$ cat config.mk
export PLATFORM = sky130hd
export DESIGN_NAME = integrator_sample_frontend
export DESIGN_NICKNAME = d
export VERILOG_FILES = /design/src/rtl/integrator_sample_frontend.sv
export SDC_FILE = /design/constraint.sdc
export NUM_CORES = 1
export LEC_CHECK = 0
export BUFFER_PORTS_ARGS = -buffer_cell sky130_fd_sc_hd__buf_4
export CELL_PAD_IN_SITES_DETAIL_PLACEMENT = 1
export CELL_PAD_IN_SITES_GLOBAL_PLACEMENT = 1
export CORE_AREA = 5 5 100 111
export CTS_BUF_LIST = sky130_fd_sc_hd__clkbuf_2
export DETAILED_ROUTE_END_ITERATION = 10
export DIE_AREA = 0 0 105 116
export PLACE_DENSITY_LB_ADDON = 0.1
export SLEW_MARGIN = 5
export SYNTH_ARGS = -nofsm -noshare
export SYNTH_HDL_FRONTEND = slang
export SYNTH_SLANG_ARGS = --single-unit
$ cat constraint.sdc
create_clock -name clk -period 8.6 [get_ports clk]
set_input_delay 0.86 -clock clk [delete_from_list [all_inputs] [get_ports clk]]
set_output_delay 0.86 -clock clk [all_outputs]
set_load 0.02 [all_outputs]
$ cat src/rtl/integrator_sample_frontend.sv
// Serial sample capture, FIFO buffering and paced single-cycle strobe generation for the integrator.
// Build macro SAMPLE_PARITY_EN: each serial word carries a trailing even-parity bit.
module integrator_sample_frontend #(
  parameter int unsigned IN_W       = 8,
  parameter int unsigned FIFO_DEPTH = 4,
  parameter int unsigned DIV_W      = 8
) (
  input  logic                        clk,
  input  logic                        rst_n,
  input  logic                        enable,
  input  logic                        flag_clr,
  input  logic                        spi_sclk,
  input  logic                        spi_cs_n,
  input  logic                        spi_mosi,
  input  logic [DIV_W-1:0]            pace_div,
  output logic                        sample_strobe,
  output logic signed [IN_W-1:0]      sample_out,
  output logic [$clog2(FIFO_DEPTH):0] fifo_level,
  output logic                        overrun_flag,
  output logic                        frame_err_flag,
  output logic                        parity_err_flag
);

  localparam int unsigned AW = $clog2(FIFO_DEPTH);
  localparam int unsigned LW = AW + 1;
`ifdef SAMPLE_PARITY_EN
  localparam int unsigned WORD_BITS = IN_W + 1;
`else
  localparam int unsigned WORD_BITS = IN_W;
`endif
  localparam int unsigned SW  = WORD_BITS - 1;
  localparam int unsigned BCW = $clog2(WORD_BITS + 1);

  // Synchroniser chains: [0] first stage, [1] synced value, [2] previous synced value
  logic [2:0] sclk_sync_q, sclk_sync_d;
  logic [2:0] cs_sync_q, cs_sync_d;
  logic [1:0] mosi_sync_q, mosi_sync_d;

  logic           in_frame_q, in_frame_d;
  logic [BCW-1:0] bitcnt_q, bitcnt_d;
  logic [SW-1:0]  shreg_q, shreg_d;
  logic           push_req_q, push_req_d;
  logic [IN_W-1:0] push_data_q, push_data_d;

  logic [IN_W-1:0] mem_q [FIFO_DEPTH];
  logic [IN_W-1:0] mem_d [FIFO_DEPTH];
  logic [AW-1:0]   wr_ptr_q, wr_ptr_d;
  logic [AW-1:0]   rd_ptr_q, rd_ptr_d;
  logic [LW-1:0]   count_q, count_d;

  logic [DIV_W-1:0] pcnt_q, pcnt_d;
  logic             strobe_q, strobe_d;
  logic [IN_W-1:0]  sample_q, sample_d;
  logic             overrun_q, overrun_d;
  logic             frame_q, frame_d;

  logic            sclk_rise, cs_fall, cs_rise, mosi_s;
  logic [WORD_BITS-1:0] word;
  logic [IN_W-1:0] word_data;
  logic            word_ok;
  logic            word_done;
  logic            frame_evt;
  logic            full, empty, pace_hit, do_pop, do_push, overrun_evt;
  logic [DIV_W-1:0] p_eff;

  always_comb begin : sync_comb
    sclk_sync_d = {sclk_sync_q[1:0], spi_sclk};
    cs_sync_d   = {cs_sync_q[1:0], spi_cs_n};
    mosi_sync_d = {mosi_sync_q[0], spi_mosi};
  end

  assign sclk_rise = sclk_sync_q[1] & ~sclk_sync_q[2];
  assign cs_fall   = ~cs_sync_q[1] & cs_sync_q[2];
  assign cs_rise   = cs_sync_q[1] & ~cs_sync_q[2];
  assign mosi_s    = mosi_sync_q[1];
  assign word      = {shreg_q, mosi_s};

`ifdef SAMPLE_PARITY_EN
  assign word_data = word[WORD_BITS-1:1];
  assign word_ok   = ~^word;
`else
  assign word_data = word;
  assign word_ok   = 1'b1;
`endif

  // Framing: a word is only assembled inside a frame opened by an observed cs_n fall
  always_comb begin : capture_comb
    in_frame_d  = in_frame_q;
    bitcnt_d    = bitcnt_q;
    shreg_d     = shreg_q;
    push_data_d = push_data_q;
    word_done   = 1'b0;
    frame_evt   = 1'b0;
    if (cs_fall) begin
      in_frame_d = 1'b1;
      bitcnt_d   = '0;
      shreg_d    = '0;
    end else if (cs_rise) begin
      in_frame_d = 1'b0;
      frame_evt  = (bitcnt_q != '0);
      bitcnt_d   = '0;
      shreg_d    = '0;
    end else if (in_frame_q && sclk_rise) begin
      if (bitcnt_q == BCW'(WORD_BITS - 1)) begin
        word_done = 1'b1;
        bitcnt_d  = '0;
        shreg_d   = '0;
        if (word_ok) begin
          push_data_d = word_data;
        end
      end else begin
        bitcnt_d = bitcnt_q + BCW'(1);
        shreg_d  = {shreg_q[SW-2:0], mosi_s};
      end
    end
    push_req_d = word_done & word_ok;
  end

  assign full     = (count_q == LW'(FIFO_DEPTH));
  assign empty    = (count_q == '0);
  assign p_eff    = (pace_div < DIV_W'(2)) ? DIV_W'(2) : pace_div;
  assign pace_hit = (pcnt_q >= (p_eff - DIV_W'(1)));
  assign do_pop   = enable & ~empty & pace_hit;
  // A pop in the same cycle frees the slot, so a push while full is not an overrun then
  assign do_push     = push_req_q & (~full | do_pop);
  assign overrun_evt = push_req_q & full & ~do_pop;

  always_comb begin : fifo_pace_comb
    mem_d    = mem_q;
    wr_ptr_d = wr_ptr_q;
    rd_ptr_d = rd_ptr_q;
    pcnt_d   = pcnt_q;
    sample_d = sample_q;
    strobe_d = do_pop;
    if (do_push) begin
      mem_d[wr_ptr_q] = push_data_q;
      wr_ptr_d        = wr_ptr_q + AW'(1);
    end
    if (do_pop) begin
      rd_ptr_d = rd_ptr_q + AW'(1);
      sample_d = mem_q[rd_ptr_q];
      pcnt_d   = '0;
    end else if (enable && (pcnt_q != '1)) begin
      pcnt_d = pcnt_q + DIV_W'(1);
    end
    count_d   = count_q + LW'(do_push) - LW'(do_pop);
    overrun_d = overrun_evt | (overrun_q & ~flag_clr);
    frame_d   = frame_evt | (frame_q & ~flag_clr);
  end

  always_ff @(posedge clk or negedge rst_n) begin : state_ff
    if (!rst_n) begin
      sclk_sync_q <= '0;
      cs_sync_q   <= '0;
      mosi_sync_q <= '0;
      in_frame_q  <= 1'b0;
      bitcnt_q    <= '0;
      shreg_q     <= '0;
      push_req_q  <= 1'b0;
      push_data_q <= '0;
      for (int unsigned i = 0; i < FIFO_DEPTH; i++) begin
        mem_q[i] <= '0;
      end
      wr_ptr_q  <= '0;
      rd_ptr_q  <= '0;
      count_q   <= '0;
      pcnt_q    <= '1;
      strobe_q  <= 1'b0;
      sample_q  <= '0;
      overrun_q <= 1'b0;
      frame_q   <= 1'b0;
    end else begin
      sclk_sync_q <= sclk_sync_d;
      cs_sync_q   <= cs_sync_d;
      mosi_sync_q <= mosi_sync_d;
      in_frame_q  <= in_frame_d;
      bitcnt_q    <= bitcnt_d;
      shreg_q     <= shreg_d;
      push_req_q  <= push_req_d;
      push_data_q <= push_data_d;
      mem_q       <= mem_d;
      wr_ptr_q    <= wr_ptr_d;
      rd_ptr_q    <= rd_ptr_d;
      count_q     <= count_d;
      pcnt_q      <= pcnt_d;
      strobe_q    <= strobe_d;
      sample_q    <= sample_d;
      overrun_q   <= overrun_d;
      frame_q     <= frame_d;
    end
  end

`ifdef SAMPLE_PARITY_EN
  logic parity_q, parity_d;

  always_comb begin : parity_comb
    parity_d = (word_done & ~word_ok) | (parity_q & ~flag_clr);
  end

  always_ff @(posedge clk or negedge rst_n) begin : parity_ff
    if (!rst_n) begin
      parity_q <= 1'b0;
    end else begin
      parity_q <= parity_d;
    end
  end

  assign parity_err_flag = parity_q;
`else
  assign parity_err_flag = 1'b0;
`endif

  assign sample_strobe  = strobe_q;
  assign sample_out     = sample_q;
  assign fifo_level     = count_q;
  assign overrun_flag   = overrun_q;
  assign frame_err_flag = frame_q;

endmodule
==> results of run 1 <==
[state kept, by name (all words and copies together) (netlist names), 4 cells and up]
register and cells:
sample_out 8, shreg_q 7, mem_q 32, push_data_q 8
pcnt_q 8, bitcnt_q 4
[cells by family (layout without fill, tap and decap cells)]
kind of cell	Yosys count	count (layout)	synth area share
other	1	2	0.000869
adder cells (fa/ha/maj)	21	21	0.0626
buffers and inverters	31	61	0.0441
multiplexers	61	61	0.204
AND/OR/NAND/NOR	69	69	0.0791
AO/OA/AOI/OAI	43	43	0.0765
flip-flops	87	87	0.507
XOR/XNOR	13	13	0.0264
[cells in the final DEF, fill, tap and decap left out, types with 3 or more instances in the layout]
cell / Yosys / routed
a31oi_1: 3 / 3
nor3_1: 3 / 3
ha_1: 20 / 20
dfrtp_1: 79 / 79
xnor2_1: 10 / 10
mux4_2: 8 / 8
inv_1: 16 / 16
dfstp_2: 8 / 8
nand2_1: 12 / 12
nand3_1: 7 / 7
a22o_1: 9 / 9
and3_1: 7 / 7
mux2_4: 28 / 28
o21ai_0: 5 / 5
nor2_1: 23 / 23
buf_4: 3 / 29
o2111ai_1: 3 / 3
a21oi_1: 3 / 3
nand3b_1: 3 / 3
xor2_1: 3 / 3
mux2_2: 23 / 23
clkinv_2: 0 / 3
o211ai_1: 3 / 3
clkbuf_2: 0 / 11
[cells in the mapped netlist (5+ instances only)]
library cell,instances,area share
dfrtp_1,79,0.46
mux2_4,28,0.097
mux2_2,23,0.060
nor2_1,23,0.020
ha_1,20,0.058
inv_1,16,0.014
nand2_1,12,0.010
xnor2_1,10,0.020
a22o_1,9,0.018
dfstp_2,8,0.049
mux4_2,8,0.042
and3_1,7,0.010
buf_6,7,0.018
nand3_1,7,0.0081
o21ai_0,5,0.0058
[worst paths after layout]
check	from	end	slack (ns)	depth (start not counted)
worst max-delay path	pace_div[4]	fifo_level[2]$_DFF_PN0_	3.59	19
worst min-delay path	rst_n	sclk_sync_q[2]$_DFF_PN0_	0.24	1
min in group clk	mosi_sync_q[0]$_DFF_PN0_	mosi_sync_q[1]$_DFF_PN0_	0.38	0
worst min register to register	mosi_sync_q[0]$_DFF_PN0_	mosi_sync_q[1]$_DFF_PN0_	0.38	0
max in group asynchronous	rst_n	mem_q[14]$_DFFE_PN0P_	7.34	2
worst max register to register	pcnt_q[0]$_DFFE_PN1P_	fifo_level[2]$_DFF_PN0_	4.68	13
[through the flow]
| stage | hold slack [ns] | utilization | worst slack [ns] | cell area [um2] | total power (W) |
|---|---|---|---|---|---|
| after floorplan | 0.331 | - | 4.23 | 4320 | 0.000706 |
| after global placement | 0.332 | 0.465 | 3.18 | 4550 | 0.000775 |
| after detailed placement | 0.339 | 0.465 | 2.95 | 4550 | 0.000786 |
| after CTS | 0.207 | 0.476 | 3.60 | 4660 | 0.000991 |
| after global routing | 0.209 | 0.476 | 3.20 | 4660 | 0.00105 |
| final | 0.243 | 0.476 | 3.59 | 4660 | 0.000974 |
[metal layers]
| layer | vias up | track usage | share of wire |
|---|---|---|---|
| met5 | - | 0 | 0 |
| met4 | 0 | 0.0460 | 0.0098 |
| met3 | 7 | 0.0423 | 0.032 |
| met2 | 34 | 0.257 | 0.50 |
| met1 | 1379 | 0.197 | 0.46 |
| li1 | 1223 | - | - |
[worst max-delay path: stages]
cell and delay, ns:
buf_4 0.13, nor4_1 0.45, nand2_1 0.10, o21ai_0 0.27
ha_1 0.25, nand2_1 0.09, nor3_1 0.19, xnor2_1 0.10
ha_1 0.29, nand4_1 0.10, a31oi_1 0.70, o211a_1 0.70
ha_1 0.36, inv_1 0.06, ha_1 0.13, inv_1 0.05
fa_1 0.37, xnor2_1 0.17, xnor2_1 0.13
[final cells by class]
cell class | instances | area [um2] | share of cell area
inverters | 16 | 60.1 | 0.0129
clock buffers | 11 | 55.1 | 0.0118
diodes | 1 | 2.50 | 0.000537
multi-input cells | 208 | 1940 | 0.416
clock inverters | 5 | 48.8 | 0.0105
well taps | 120 | 150 | 0.0322
flip-flops and latches | 87 | 2190 | 0.469
repair buffers | 29 | 218 | 0.0467
[power by group through the flow]
stage / clock network [W] / logic, W / registers, W
global placement: 0 / 0.000230 / 0.000546
floorplan: 0 / 0.000186 / 0.000520
detailed placement: 0 / 0.000239 / 0.000547
global route: 0.000229 / 0.000267 / 0.000549
finish: 0.000202 / 0.000234 / 0.000537
CTS: 0.000211 / 0.000240 / 0.000540
==> Implementation_results.wiki, run 1 <==
{| class="wikitable"
! Metric !! Value
|-
| Run status || completed
|-
| Post-synthesis instance area || about 0.0043 mm2
|-
| Required @ worst endpoint || 9.10 ns
|-
| Number of library cell types mapped by synthesis || 52
|-
| Deepest clock path buffer count || 2
|-
| Final setup viols || 0
|-
| Internal Dissipation || 0.000645 W
|-
| Async SR Flop Fraction || 1.00
|-
| Post-Synthesis Mean Instance Area || between 10 and 15 um2
|-
| Fmax || 200 MHz
|-
| Part of the total power dissipated in the clock network || 0.208
|-
| Height of the die || 116 um
|-
| Last weighted congestion value of the routability-driven placer || between 0.7 and 0.8
|-
| DR pass1 iterations || 4
|-
| Remaining global-route overflow || 0
|-
| Post-route fraction of the period consumed by the critical path || 0.582
|-
| Port bufs || 28
|-
| Peak supply drop || about 0.11 mV
|-
| Final setup TNS || 0 ns
|-
| Boundary Pins || 30
|-
| Slew @ Worst Pin || 0.928 ns
|-
| DRC errors left || 0
|-
| Total via count in the routed design || 2,643
|-
| Headroom to the max-slew limit || 0.378
|-
| Post-DR vias/cell || 5.54
|-
| EDFF count, synth || 0
|-
| Global-route usage over all layers || 0.154
|-
| Worst-path fanout max || 19
|-
| Leakage power summed over all cells || between 2 and 2.5 nW
|-
| Total number of H-tree levels || 3
|-
| Number of max-cap violations || 0
|-
| Clk Latency, worst-skew pair || 0.55 ns
|-
| Clock transition time at the flip-flop clock pins of the worst setup and hold paths || 0.23 ns
|-
| P_sw || 0.000329 W
|-
| Count of final max-slew check failures || 0
|-
| Chip Width || 105 um
|-
| Std cell rows || 38
|-
| Most used flip-flop cell after synthesis || dfrtp_1
|-
| Startpoint types || primary input
|-
| Number of antenna violations at the first check in global routing || 1
|-
| TritonCTS buffer count || 9
|-
| Initial DRC Count || 97
|-
| Hold Fails Final Rpt || 0
|-
| Sinks on the clock net || 87
|-
| Fraction of layout instances using a drive strength above 1 || 0.326
|-
| Worst min path class || in -> async
|-
| Clock tree root driver cell || clkbuf_2
|-
| Capturing element type of the critical path || register
|-
| Total nets after synthesis || 362
|-
| Vias in the first global route || between 2,000 and 3,000
|-
| Power density normalized to cell area || 209 mW/mm2
|-
| Yosys warnings || 0
|-
| Power share of the combinational group || 0.241
|-
| Initial core utilization || 0.441
|-
| Total die area || around 0.012 mm2
|-
| Post-CTS repair timing setup buffer count || 0
|-
| Post-cts sizing count || 0
|-
| Placed cell count || 460
|-
| Number of nets in the layout || around 390
|-
| Clock tree from TritonCTS || done
|-
| CTS Hold Buffers Added || 0
|-
| Number of filler instances in the final layout || around 1,000
|-
| Global-route wire length before repair || 14,800 um
|-
| Clock skew after layout || 0.0273 ns
|-
| Switching share of power || 0.338
|-
| Number of cells produced by synthesis || 326
|-
| Post-DP HPWL || 6190 um
|-
| Unrepaired setup endpoints after global routing || false
|-
| Core area || ~0.0098 mm2
|-
| CP arrival || 5.50 ns
|-
| Number of standard cells in the final layout excluding fillers || 477
|-
| Maximum number of pins on one net before global-route repair || 51
|-
| Wire length per cell || approximately 18 um
|-
| Post-detailed-route count of antenna-violating nets || 0
|-
| Path type of the worst setup path || in -> reg
|-
| Share of the yosys chip area belonging to registers || 0.507
|-
| Layout area overhead || 7.97%
|-
| Power share of the sequential group || 0.552
|-
| Flop and latch count out of synthesis || 87
|-
| Total Wirelength || 8710 um
|-
| Clock period minus worst slack || roughly 5 ns
|}
(Power assumes the default switching activity.)
==> run 2: changes to the inputs <==
==> constraint.sdc (replaced) <==
create_clock -name clk -period 4.3 [get_ports clk]
set_input_delay 0.43 -clock clk [delete_from_list [all_inputs] [get_ports clk]]
set_output_delay 0.43 -clock clk [all_outputs]
set_load 0.02 [all_outputs]
==> Implementation_results.wiki, run 2 (synthesis gave the netlist of run 1 again) <==
{| class="wikitable"
! Metric !! Value
|-
| DRC errors left || 0 (unchanged)
|-
| Register-to-Register Path Depth || 14 (+1)
|-
| Post-DR vias/cell || 5.41 (-2.3%)
|-
| CP arrival || 4.24 ns (-1.26 ns)
|-
| Deepest clock path buffer count || 2 (unchanged)
|-
| Core area || 0.00979 mm2 (unchanged)
|-
| Post-route fraction of the period consumed by the critical path || 0.880
|-
| Total die area || 0.0122 mm2 (unchanged)
|-
| Clock transition time at the flip-flop clock pins of the worst setup and hold paths || 0.24 ns (about the same)
|-
| Leakage power summed over all cells || 2.29 nW (+1.5%)
|-
| Height of the die || 116 um (unchanged)
|-
| Final setup viols || 0 (unchanged)
|-
| Required @ worst endpoint || 4.75 ns (-4.35 ns)
|-
| Post-detailed-route count of antenna-violating nets || 0 (unchanged)
|-
| Count of final max-slew check failures || 0 (unchanged)
|-
| Headroom to the max-slew limit || 0.523 (+0.145)
|-
| Initial DRC Count || 89 (-8.2%)
|-
| Clock tree root driver cell || clkbuf_2
|-
| Number of filler instances in the final layout || 1,032 (+1.3%)
|-
| Remaining global-route overflow || 0 (unchanged)
|-
| Multi-input combinational cell area || 0.00194 mm2 (unchanged)
|-
| Initial core utilization || 0.441 (unchanged)
|-
| Boundary Pins || 30 (unchanged)
|-
| Startpoint of the most critical setup path || pace_div[4]
|-
| Worst-path fanout max || 5 (-14)
|-
| Post-Route Hold Slack || 0.0878 ns (-0.155 ns)
|-
| Fraction of layout instances using a drive strength above 1 || 0.330 (+0.00383)
|-
| Clock skew after layout || 0.0288 ns (+0.00149 ns)
|-
| Unrepaired setup endpoints after global routing || false
|-
| Final Power || 0.00196 W (+100%)
|-
| Run status || completed
|-
| Chip Width || 105 um (unchanged)
|-
| Clock tree from TritonCTS || done
|-
| Worst min path class || in -> reg
|-
| Clock period minus worst slack || 3.78 ns
|-
| TritonCTS buffer count || 9 (unchanged)
|-
| Total via count in the routed design || 2,619 (-0.91%)
|-
| Sinks on the clock net || 87 (unchanged)
|-
| Slew @ Worst Pin || 0.709 ns (-0.220 ns)
|-
| Power density normalized to cell area || 415 mW/mm2 (+99%)
|-
| DR pass1 iterations || 4 (unchanged)
|-
| Number of nets in the layout || 395 (+2.1%)
|-
| Path type of the worst setup path || in -> reg
|-
| Clk Latency, worst-skew pair || 0.53 ns (-0.02 ns)
|-
| Hold Fails Final Rpt || 0 (unchanged)
|-
| RR Endpoint || fifo_level[2]$_DFF_PN0_
|-
| Startpoint of the worst register-to-register path || pcnt_q[0]$_DFFE_PN1P_
|-
| Number of antenna cells inserted || 0 (-1)
|-
| Global-route usage over all layers || 0.155 (+0.000882)
|-
| Number of max-cap violations || 0 (unchanged)
|-
| Capturing element type of the critical path || register
|-
| Area used by sequential logic in the layout || 0.00219 mm2 (unchanged)
|-
| Port bufs || 28 (unchanged)
|-
| Last element of the critical path || fifo_level[2]$_DFF_PN0_
|-
| Vias in the first global route || 2,856 (+0.21%)
|-
| Worst path setup slack after routing || 0.516 ns (-3.08 ns)
|-
| Most common library cell in the layout ignoring fill and taps || dfrtp_1
|-
| Register name with the most flops || mem_q
|-
| Number of antenna violations at the first check in global routing || 0 (-1)
|-
| Peak supply drop || 0.198 mV (+76%)
|-
| Reg2Reg Setup Slack || 1.13 ns (-3.55 ns)
|-
| Total number of H-tree levels || 3 (unchanged)
|-
| Startpoint types || primary input
|-
| Wire length per cell || 17.8 um (-2.2%)
|-
| Last weighted congestion value of the routability-driven placer || 0.788 (+9.9%)
|-
| Critical hold path startpoint || flag_clr
|-
| Total Wirelength || 8640 um (-0.79%)
|-
| Global-route wire length before repair || 14,900 um (+0.98%)
|-
| Top library cells by usage in the layout, fill and taps aside || 79 x dfrtp_1, 33 x buf_4, 28 x mux2_4
|-
| Post-DP HPWL || 6170 um (-0.39%)
|-
| Post-cts sizing count || 0 (unchanged)
|-
| Post-Place Worst Slack || -0.0875 ns (-3.04 ns)
|-
| Maximum number of pins on one net before global-route repair || 49 (-3.9%)
|-
| Fmax || roughly 260 MHz
|-
| Number of flip-flops under the largest register name || 32 (unchanged)
|-
| Std cell rows || 38 (unchanged)
|-
| Layout area overhead || 9.68%
|}
-- run 2: cell type report --
cell class	instances	area share
inverter	16	0.0127
clock buffer	10	0.0106
timing repair buffer	37	0.0608
tap	120	0.0317
multi-input combinational	208	0.410
sequential	87	0.462
clock inverter	6	0.0127
-- run 2: power breakdown --
part           internal [W]  switching [W]
Combinational      0.000233       0.000249
Clock              0.000135       0.000275
Sequential         0.000931       0.000141
Total               0.00130       0.000665
-- run 2: per-stage QoR --
stage,utilization,cell area (um2),std cells,setup TNS [ns]
global route,0.483,4730,484,0
global placement,0.468,4580,464,0
finish,0.483,4730,484,0
detailed placement,0.468,4580,464,-0.0875
floorplan,-,4320,326,0
CTS,0.483,4730,484,0
-- run 2: worst min-delay path by stage --
stage	to	slack [ns]	depth (start not counted)
final	overrun_flag$_DFF_PN0_	0.09	2
after floorplan	bitcnt_q[0]$_DFFE_PN0P_	0.13	0
after CTS	overrun_flag$_DFF_PN0_	0.01	2
after global placement	cs_sync_q[1]$_DFF_PN0_	0.33	0
after global routing	overrun_flag$_DFF_PN0_	0.01	2
after detailed placement	mosi_sync_q[1]$_DFF_PN0_	0.34	0
-- run 2: what timing repair did --
action                                 4_1_cts  5_1_grt
endpoints found under the hold margin       34        0
buffers inserted                             0        0
hold buffers                                 4        0
-- run 2: worst max-delay path: stages --
cell	delay (ns)
buf_4	0.13
nor4_1	0.35
nand2_1	0.09
o21ai_0	0.25
ha_1	0.25
nand2_1	0.10
nor3_1	0.21
xnor2_1	0.10
ha_1	0.29
nand4_1	0.08
a31oi_1	0.39
o21a_1	0.19
o21ai_0	0.11
ha_1	0.32
inv_1	0.07
ha_1	0.14
inv_1	0.05
fa_1	0.37
xnor2_1	0.18
xnor2_1	0.13
-- run 2: routing by layer --
layer  GRT usage  up-vias  routed length [um]  share of wire
li1            -     1236                   -              -
met1       0.204     1345                3950           0.46
met2       0.257       33                4310           0.50
met3      0.0323        5                 281          0.033
met4      0.0512        0                  95          0.011
met5           0        -                   0              0
